$ cat src/rtl/autofire_ctrl_if.sv
//------------------------------------------------------------------------------
// autofire_ctrl_if : run enable, raw speed keys and sequencer outputs
// Revision 1.0
//------------------------------------------------------------------------------
`default_nettype none

interface autofire_ctrl_if;
  logic enable;
  logic key_up;
  logic key_down;
  logic count_en;
  logic af_increment;
  logic af_decriment;
  logic key_active;

  modport master (
    output enable, key_up, key_down,
    input  count_en, af_increment, af_decriment, key_active
  );

  modport slave (
    input  enable, key_up, key_down,
    output count_en, af_increment, af_decriment, key_active
  );
endinterface

`default_nettype wire

$ cat src/rtl/autofire_ctrl.sv
//------------------------------------------------------------------------------
// autofire_ctrl : tick timebase, key debounce and auto-repeat pulse sequencer
// Revision 1.0
//------------------------------------------------------------------------------
`default_nettype none

module autofire_ctrl #(
  parameter int PRESCALE       = 21477,
  parameter int DEBOUNCE_TICKS = 8,
  parameter int REPEAT_DELAY   = 500,
  parameter int REPEAT_RATE    = 100
) (
  input wire logic        clk21m,
  input wire logic        reset_n,
  autofire_ctrl_if.slave  af_bus
);

  localparam logic [15:0] c_pre_last = 16'(PRESCALE - 1);
  localparam logic [7:0]  c_db_last  = 8'(DEBOUNCE_TICKS - 1);
  localparam logic [15:0] c_delay    = 16'(REPEAT_DELAY);
  localparam logic [15:0] c_rate     = 16'(REPEAT_RATE);

  localparam logic [1:0] S_IDLE   = 2'd0;
  localparam logic [1:0] S_DELAY  = 2'd1;
  localparam logic [1:0] S_REPEAT = 2'd2;

  logic [1:0]  r_s1;
  logic [1:0]  r_s2;
  logic [15:0] r_pre;
  logic        w_tick;
  logic [1:0]  w_db;
  logic [1:0]  r_state;
  logic [1:0]  r_latch;
  logic [15:0] r_rc;
  logic        r_count_en;
  logic        r_inc;
  logic        r_dec;

  logic [1:0]  w_code;
  logic        w_valid;
  logic        w_fire;
  logic [1:0]  w_state_nxt;
  logic [1:0]  w_latch_nxt;
  logic [15:0] w_rc_nxt;

  // Synchronisers keep running while disabled so the key level is fresh on resume
  always_ff @(posedge clk21m or negedge reset_n) begin
    if (!reset_n) begin
      r_s1 <= 2'b00;
      r_s2 <= 2'b00;
    end else begin
      r_s1 <= {af_bus.key_down, af_bus.key_up};
      r_s2 <= r_s1;
    end
  end

  always_ff @(posedge clk21m or negedge reset_n) begin
    if (!reset_n) begin
      r_pre <= 16'd0;
    end else if (af_bus.enable) begin
      r_pre <= (r_pre == c_pre_last) ? 16'd0 : r_pre + 16'd1;
    end
  end

  assign w_tick = af_bus.enable && (r_pre == c_pre_last);

  // Bit 0 is the up key, bit 1 the down key
  for (genvar i = 0; i < 2; i++) begin : g_db
    logic       r_db;
    logic [7:0] r_dc;

    always_ff @(posedge clk21m or negedge reset_n) begin
      if (!reset_n) begin
        r_db <= 1'b0;
        r_dc <= 8'd0;
      end else if (w_tick) begin
        if (r_s2[i] != r_db) begin
          if (r_dc == c_db_last) begin
            r_db <= r_s2[i];
            r_dc <= 8'd0;
          end else begin
            r_dc <= r_dc + 8'd1;
          end
        end else begin
          r_dc <= 8'd0;
        end
      end
    end

    assign w_db[i] = r_db;
  end

  assign w_code  = w_db;
  assign w_valid = (w_code == 2'b01) || (w_code == 2'b10);

  always_comb begin
    w_state_nxt = r_state;
    w_latch_nxt = r_latch;
    w_rc_nxt    = r_rc;
    w_fire      = 1'b0;
    case (r_state)
      S_IDLE: begin
        if (w_valid) begin
          w_latch_nxt = w_code;
          w_fire      = 1'b1;
          w_rc_nxt    = c_delay;
          w_state_nxt = S_DELAY;
        end
      end
      S_DELAY, S_REPEAT: begin
        // Any change of code, including to the other key, drops back to IDLE first
        if (w_code != r_latch) begin
          w_state_nxt = S_IDLE;
        end else if (r_rc == 16'd1) begin
          w_fire      = 1'b1;
          w_rc_nxt    = c_rate;
          w_state_nxt = S_REPEAT;
        end else begin
          w_rc_nxt = r_rc - 16'd1;
        end
      end
      default: w_state_nxt = S_IDLE;
    endcase
  end

  always_ff @(posedge clk21m or negedge reset_n) begin
    if (!reset_n) begin
      r_state <= S_IDLE;
      r_latch <= 2'b00;
      r_rc    <= 16'd0;
    end else if (w_tick) begin
      r_state <= w_state_nxt;
      r_latch <= w_latch_nxt;
      r_rc    <= w_rc_nxt;
    end
  end

  always_ff @(posedge clk21m or negedge reset_n) begin
    if (!reset_n) begin
      r_count_en <= 1'b0;
      r_inc      <= 1'b0;
      r_dec      <= 1'b0;
    end else begin
      r_count_en <= w_tick;
      r_inc      <= w_tick && w_fire && (w_code == 2'b01);
      r_dec      <= w_tick && w_fire && (w_code == 2'b10);
    end
  end

  // Strobes are masked by enable so nothing leaks out in the cycle enable drops
  assign af_bus.count_en     = r_count_en && af_bus.enable;
  assign af_bus.af_increment = r_inc && af_bus.enable;
  assign af_bus.af_decriment = r_dec && af_bus.enable;
  assign af_bus.key_active   = (r_state != S_IDLE);

endmodule

`default_nettype wire

$ cat src/flat_wrapper.sv
// flat-port wrapper written by rule: the top's interface ports become plain ports
module autofire_ctrl_flat 
#(
  parameter int PRESCALE       = 21477,
  parameter int DEBOUNCE_TICKS = 8,
  parameter int REPEAT_DELAY   = 500,
  parameter int REPEAT_RATE    = 100
)
  (clk21m, reset_n, af_bus_enable, af_bus_key_up, af_bus_key_down, af_bus_count_en, af_bus_af_increment, af_bus_af_decriment, af_bus_key_active);
  autofire_ctrl_if af_bus_i ();
  input wire logic clk21m;
  input wire logic reset_n;
  input wire logic [$bits(af_bus_i.enable)-1:0] af_bus_enable;
  input wire logic [$bits(af_bus_i.key_up)-1:0] af_bus_key_up;
  input wire logic [$bits(af_bus_i.key_down)-1:0] af_bus_key_down;
  output wire logic [$bits(af_bus_i.count_en)-1:0] af_bus_count_en;
  output wire logic [$bits(af_bus_i.af_increment)-1:0] af_bus_af_increment;
  output wire logic [$bits(af_bus_i.af_decriment)-1:0] af_bus_af_decriment;
  output wire logic [$bits(af_bus_i.key_active)-1:0] af_bus_key_active;
  assign af_bus_i.enable = af_bus_enable;
  assign af_bus_i.key_up = af_bus_key_up;
  assign af_bus_i.key_down = af_bus_key_down;
  assign af_bus_count_en = af_bus_i.count_en;
  assign af_bus_af_increment = af_bus_i.af_increment;
  assign af_bus_af_decriment = af_bus_i.af_decriment;
  assign af_bus_key_active = af_bus_i.key_active;
  autofire_ctrl #(.PRESCALE(PRESCALE), .DEBOUNCE_TICKS(DEBOUNCE_TICKS), .REPEAT_DELAY(REPEAT_DELAY), .REPEAT_RATE(REPEAT_RATE)) u_core (.clk21m(clk21m), .reset_n(reset_n), .af_bus(af_bus_i));
endmodule
$ cat config.mk
export PLATFORM = sky130hd
export DESIGN_NAME = autofire_ctrl_flat
export DESIGN_NICKNAME = d
export VERILOG_FILES = /design/src/rtl/autofire_ctrl_if.sv /design/src/rtl/autofire_ctrl.sv /design/src/flat_wrapper.sv
export SDC_FILE = /design/constraint.sdc
export NUM_CORES = 1
export LEC_CHECK = 0
export CAP_MARGIN = 25
export CORE_MARGIN = 2
export CORE_UTILIZATION = 55
export CTS_CLUSTER_DIAMETER = 150
export DETAILED_ROUTE_END_ITERATION = 6
export HOLD_SLACK_MARGIN = 0.02
export PLACE_DENSITY = 0.72
export SETUP_SLACK_MARGIN = 0.5
export SLEW_MARGIN = 10
export SYNTH_ARGS = -nofsm -noshare
export SYNTH_HDL_FRONTEND = slang
export SYNTH_SLANG_ARGS = --single-unit
$ cat constraint.sdc
create_clock -name clk21m -period 2.9 [get_ports clk21m]
set_input_delay 0.58 -clock clk21m [delete_from_list [all_inputs] [get_ports clk21m]]
set_output_delay 0.58 -clock clk21m [all_outputs]
set_load 0.1 [all_outputs]
# Word-level counts from Yosys, hierarchy flattened
# Cells that the tools add are included.
# word_totals
reg_bits	61
out_inout_bits	4
wordCells	65
# classes
addsub	4
eq_ne	14
mux	17
n_reduce_logical	17
# op_table
op	n
$mux 16	4
$mux 8	4
$pmux 16 s2	1
$add 16x1->16 const B	1
$add 8x1->8 const B	2
$eq 16x1->1 const B	1
$eq 16x15->1 const B	1
$eq 8x3->1 const B	2
$sub 16x1->16 const B	1
$reduce_and 3->1	4
$logic_and 1x1->1	7
$mux 2	3
$eq 2x1->1 const B	2
$eq 2x2->1 const B	2
$pmux 2 s2	1
$reduce_and 4->1	1
$reduce_bool 2->1	2
$mux 1	3
$ne 3x1->1 const B	1
$logic_not 2->1	1
$ne 1x1->1	2
$ne 2x1->1 const B	1
$ne 2x2->1	1
$ne 2x2->1 const B	1
other kinds (3)	3

# Depth between registers and ports, before layout
# depth
word_depth	6
depth_mapped	8
depth_no_buf	8

# Worst setup path after synthesis
# OpenSTA, ideal clock, no wires.
# synth_path
kind	in2out
start	in af_bus_enable
end	out af_bus_af_decriment
arrival_time_ps	1891
setup_slack_ps	429
stages	3
path_buffers	2
cell_sequence	clkbuf_1 clkbuf_1 and2_1
# synth_between
elab_chain_len	1
# synth_lines
item	line_no	source
from (decl)	flat_wrapper.sv:13	input wire logic [$bits(af_bus_i.enable)-1:0] af_bus_enable;
$logic_and 1x1->1	autofire_ctrl.sv:153	assign af_bus.af_decriment = r_dec && af_bus.enable;
to (decl)	flat_wrapper.sv:18	output wire logic [$bits(af_bus_i.af_decriment)-1:0] af_bus_af_decriment;
# Every way passes these cells.

# Final worst setup path
# layout_path
start	reg u_core.r_pre[3]
end	reg u_core.r_latch[1]
# layout_between
elab_chain_len	3
# layout_lines
item	line_no	source
from (decl)	autofire_ctrl.sv:29	logic [15:0] r_pre;
from (signal assigned)	autofire_ctrl.sv:61	r_pre <= (r_pre == c_pre_last) ? 16'd0 : r_pre + 16'd1;
$eq 16x15->1	autofire_ctrl.sv:65	assign w_tick = af_bus.enable && (r_pre == c_pre_last);
$logic_and 1x1->1	autofire_ctrl.sv:65	
$reduce_and 3->1 (no source line)	--	
to (signal assigned)	autofire_ctrl.sv:133	r_latch <= w_latch_nxt;
to (decl)	autofire_ctrl.sv:33	logic [1:0] r_latch;
# Every way passes these cells.
# A chain may end at the register's enable or synchronous reset.

==> qor.json <==
{
  "yosys": {
    "async_reset_ff_frac": 1.00,
    "synth_edf_count": 0,
    "post_synthesis_cell_area_um2": 3330,
    "yosys_register_bits": 61,
    "ys_seq_area_frac": 0.459,
    "syn_avg_cell_area_um2": 9.56,
    "postSynthCellCount": 348,
    "yosysWarnings": 0,
    "synth_cell_type_count": 50,
    "synth-main-ff-cell": "sky130_fd_sc_hd__dfrtp_1",
    "mapped_nets": 364
  },
  "sta": {
    "max_clock_freq_mhz": 433,
    "hold_viol_final": 0,
    "rsz0062_at_grt": "true",
    "post-route-period-util": 0.796,
    "timing.max_slew.rel_slack": 0.485,
    "setup_violating_endpoint_count_in_the_final_report": 0,
    "finalClockSkew_ps": 6.01,
    "worst_slew_pin_slew_ps": 772,
    "count_of_pins_over_their_slew_limit": 0,
    "totalNegativeSetupSlack_ps": 0,
    "period_minus_slack_ps": 2310
  },
  "power": {
    "ir_worst_vdd_v": 0.000308,
    "power.density_nw_per_um2": 480,
    "p_leak_nw": 1.75,
    "total_power_mw": 1.83
  },
  "grt": {
    "top_usage_layer": "met2",
    "first_pass_grt_wire_length_mm": 11.6,
    "globalRoute.totalOverflow": 0,
    "grt_util_all_layers": 0.228,
    "grt_met3_usage": 0.0363,
    "grt_pass1_vias": 2522,
    "grt_antenna_before_repair": 0,
    "gr-usage-met2": 0.365,
    "pin_count_of_the_biggest_net_entering_global_routing": 62,
    "gr-usage-met1": 0.302
  },
  "cells_and_area": {
    "drive_above_1_share": 0.165,
    "n_antenna_cell": 0,
    "area_delta_synth_final_pct": 14.6,
    "final.fill_count": 485,
    "finish.net_count": 387
  },
  "cts": {
    "clkSlewWorstSetupHoldPaths_ps": 70,
    "cts.htree.levels": 3,
    "clk-insertion-delay-late_ps": 350,
    "cts_sinks": 61,
    "cts_root_buffer": "sky130_fd_sc_hd__clkbuf_8",
    "cts_hold_repair.buffers": 0,
    "number_of_buffers_inserted_during_clock_tree_synthesis": 9,
    "cts_tree": "done",
    "cts.path.max_buffers": 2
  },
  "die": {
    "placementRows": 28,
    "die-area_um2": 6690,
    "boundary_pins": 9,
    "die_span_in_y_um": 81.8,
    "die_width_um": 81.8,
    "floorplan.initialDensity": 0.565,
    "core-area_um2": 5890
  },
  "setup_path": {
    "arrival_time_of_the_worst_setup_path_ps": 2540,
    "crit_required_ps": 3130,
    "r2r_cells": 6,
    "timing.setup.critical_path_class": "reg2reg",
    "crit_fanout": 11,
    "endpoint_kind": "flip-flop",
    "timing.critical_path.from_type": "flip-flop"
  },
  "placement": {
    "hpwl_mm": 4.51,
    "gp_routability_congestion": 0.819,
    "io_buffers": 8
  },
  "detailed_routing": {
    "drc": 0,
    "drt_first_pass_iters": 4,
    "first_iter_violations": 115,
    "drtAntennaViolNets": 0,
    "post_drt_via_cell_ratio": 5.93,
    "wl_per_cell_um": 15.3,
    "vias": 2674,
    "wl_mm": 6.88
  },
  "min_path": {
    "timing.hold.worst_path_depth": 0,
    "worst_hold_path_type": "reg2reg"
  },
  "run_status": {
    "run_status": "finished, final reports clean"
  },
  "run": {
    "maxCapViolCount": 0
  }
}
==> metrics by stage <==
stage,hold WS (ps),instance area (um2),util,instances,setup slack [ps]
after CTS,350,3730,0.634,446,430
after global placement,333,3530,0.599,428,409
final,349,3810,0.648,451,592
after global routing,356,3810,0.648,451,470
after detailed placement,340,3530,0.599,428,325
after floorplan,284,3330,-,348,544
==> area by class of cell <==
class,count,area (um2),area share
Tap cell,75,93.8,0.0246
Clock inverter,6,63.8,0.0167
Inverter,12,47.5,0.0125
Timing Repair Buffer,20,196,0.0515
Clock buffer,10,128,0.0335
Multi-Input combinational cell,267,1760,0.461
Sequential cell,61,1530,0.400
==> placed cells by master, fill, tap and decap left out, types with 4 or more instances in the layout <==
master / n
sky130_fd_sc_hd__o31ai_1: 7
sky130_fd_sc_hd__nand4b_1: 5
sky130_fd_sc_hd__nor3b_1: 6
sky130_fd_sc_hd__nor3_1: 7
sky130_fd_sc_hd__a31oi_1: 4
sky130_fd_sc_hd__nand2_2: 5
sky130_fd_sc_hd__nand2b_1: 8
sky130_fd_sc_hd__xor2_1: 4
sky130_fd_sc_hd__ha_1: 11
sky130_fd_sc_hd__nand3_1: 14
sky130_fd_sc_hd__o21ai_0: 32
sky130_fd_sc_hd__and3_1: 10
sky130_fd_sc_hd__nand2_1: 29
sky130_fd_sc_hd__inv_1: 10
sky130_fd_sc_hd__nor2_1: 30
sky130_fd_sc_hd__clkbuf_8: 9
sky130_fd_sc_hd__a21oi_1: 12
sky130_fd_sc_hd__buf_4: 12
sky130_fd_sc_hd__xnor2_1: 10
sky130_fd_sc_hd__or4_1: 6
sky130_fd_sc_hd__dfrtp_1: 61
sky130_fd_sc_hd__nor2b_1: 7
sky130_fd_sc_hd__nand4_1: 6
==> routing by layer <==
layer | routed length, um | part of all wire | up-vias
met5 | 0 | 0 | -
met4 | 144 | 0.021 | 0
met3 | 197 | 0.029 | 13
li1 | - | - | 1311
met1 | 3400 | 0.49 | 1301
met2 | 3140 | 0.46 | 49
==> Yosys cell counts, types with 4 or more instances <==
| master | count | share of area |
|---|---|---|
| sky130_fd_sc_hd__a21oi_1 | 12 | 0.018 |
| sky130_fd_sc_hd__a31oi_1 | 4 | 0.0075 |
| sky130_fd_sc_hd__and2_1 | 6 | 0.011 |
| sky130_fd_sc_hd__and3_1 | 10 | 0.019 |
| sky130_fd_sc_hd__clkbuf_1 | 5 | 0.0056 |
| sky130_fd_sc_hd__dfrtp_1 | 61 | 0.46 |
| sky130_fd_sc_hd__ha_1 | 11 | 0.041 |
| sky130_fd_sc_hd__inv_1 | 11 | 0.012 |
| sky130_fd_sc_hd__nand2_1 | 29 | 0.033 |
| sky130_fd_sc_hd__nand2_2 | 5 | 0.0094 |
| sky130_fd_sc_hd__nand2b_1 | 9 | 0.017 |
| sky130_fd_sc_hd__nand3_1 | 15 | 0.023 |
| sky130_fd_sc_hd__nand4_1 | 6 | 0.011 |
| sky130_fd_sc_hd__nand4b_1 | 5 | 0.013 |
| sky130_fd_sc_hd__nor2_1 | 30 | 0.034 |
| sky130_fd_sc_hd__nor2b_1 | 8 | 0.015 |
| sky130_fd_sc_hd__nor3_1 | 8 | 0.012 |
| sky130_fd_sc_hd__nor3b_1 | 6 | 0.014 |
| sky130_fd_sc_hd__o21ai_0 | 32 | 0.048 |
| sky130_fd_sc_hd__o31ai_1 | 7 | 0.016 |
| sky130_fd_sc_hd__or4_1 | 6 | 0.014 |
| sky130_fd_sc_hd__xnor2_1 | 10 | 0.026 |
| sky130_fd_sc_hd__xor2_1 | 4 | 0.011 |
==> flip-flops by register name, indices dropped and copies added (netlist names) <==
name,flops
u_core.r_s1,2
u_core.r_latch,2
u_core.r_rc,16
u_core.r_count_en,1
u_core.g_db.r_dc,16
u_core.r_s2,2
u_core.r_pre,16
u_core.r_state,2
u_core.g_db.r_db,2
u_core.r_inc,1
u_core.r_dec,1
==> cells by family (layout without fill, tap and decap cells) <==
logic type | count (synthesis) | after routing | synth area share
muxes | 5 | 5 | 0.0192
adders and majority gates | 11 | 11 | 0.0414
DFF | 61 | 61 | 0.459
AOI/OAI and AO/OA | 76 | 76 | 0.138
and+or+nand+nor | 161 | 161 | 0.280
buffers and inverters | 20 | 48 | 0.0256
xor gates and xnor gates | 14 | 14 | 0.0368
==> path summary, 6_finish.rpt <==
path	from	endpoint	slack, ps
worst min-delay path	u_core.r_s1[1]$_DFF_PN0_	u_core.r_s2[1]$_DFF_PN0_	350
worst min register to register	u_core.r_s1[1]$_DFF_PN0_	u_core.r_s2[1]$_DFF_PN0_	350
max in group asynchronous	reset_n	u_core.r_rc[4]$_DFFE_PN0P_	2000
min in group asynchronous	reset_n	u_core.r_pre[4]$_DFFE_PN0P_	400
worst max-delay path	u_core.r_pre[3]$_DFFE_PN0P_	u_core.r_latch[1]$_DFFE_PN0P_	590
worst max register to register	u_core.r_pre[3]$_DFFE_PN0P_	u_core.r_latch[1]$_DFFE_PN0P_	590
==> report_power, final <==
| part | internal (mW) | switching [mW] | total, mW |
|---|---|---|---|
| registers | 0.891 | 0.0451 | 0.936 |
| clock network | 0.395 | 0.358 | 0.753 |
| logic | 0.0672 | 0.0762 | 0.143 |
| total | 1.35 | 0.479 | 1.83 |
==> critical path, stage by stage (launching register included) <==
cell                       delay, ps
sky130_fd_sc_hd__dfrtp_1         440
sky130_fd_sc_hd__or4bb_4         600
sky130_fd_sc_hd__nor4_4          340
sky130_fd_sc_hd__buf_4           180
sky130_fd_sc_hd__and2_4          230
sky130_fd_sc_hd__nand2b_1        110
sky130_fd_sc_hd__mux2_2          280
==> what timing repair did <==
action / CTS / global route
gates resized for setup: 1 / 14
pin swaps: 1 / 4
buffers inserted: 2 / 5
hold endpoints to repair: 0 / 0
endpoints found under the setup margin: 25 / 30
Note: power is estimated with default switching activity, not from simulation.
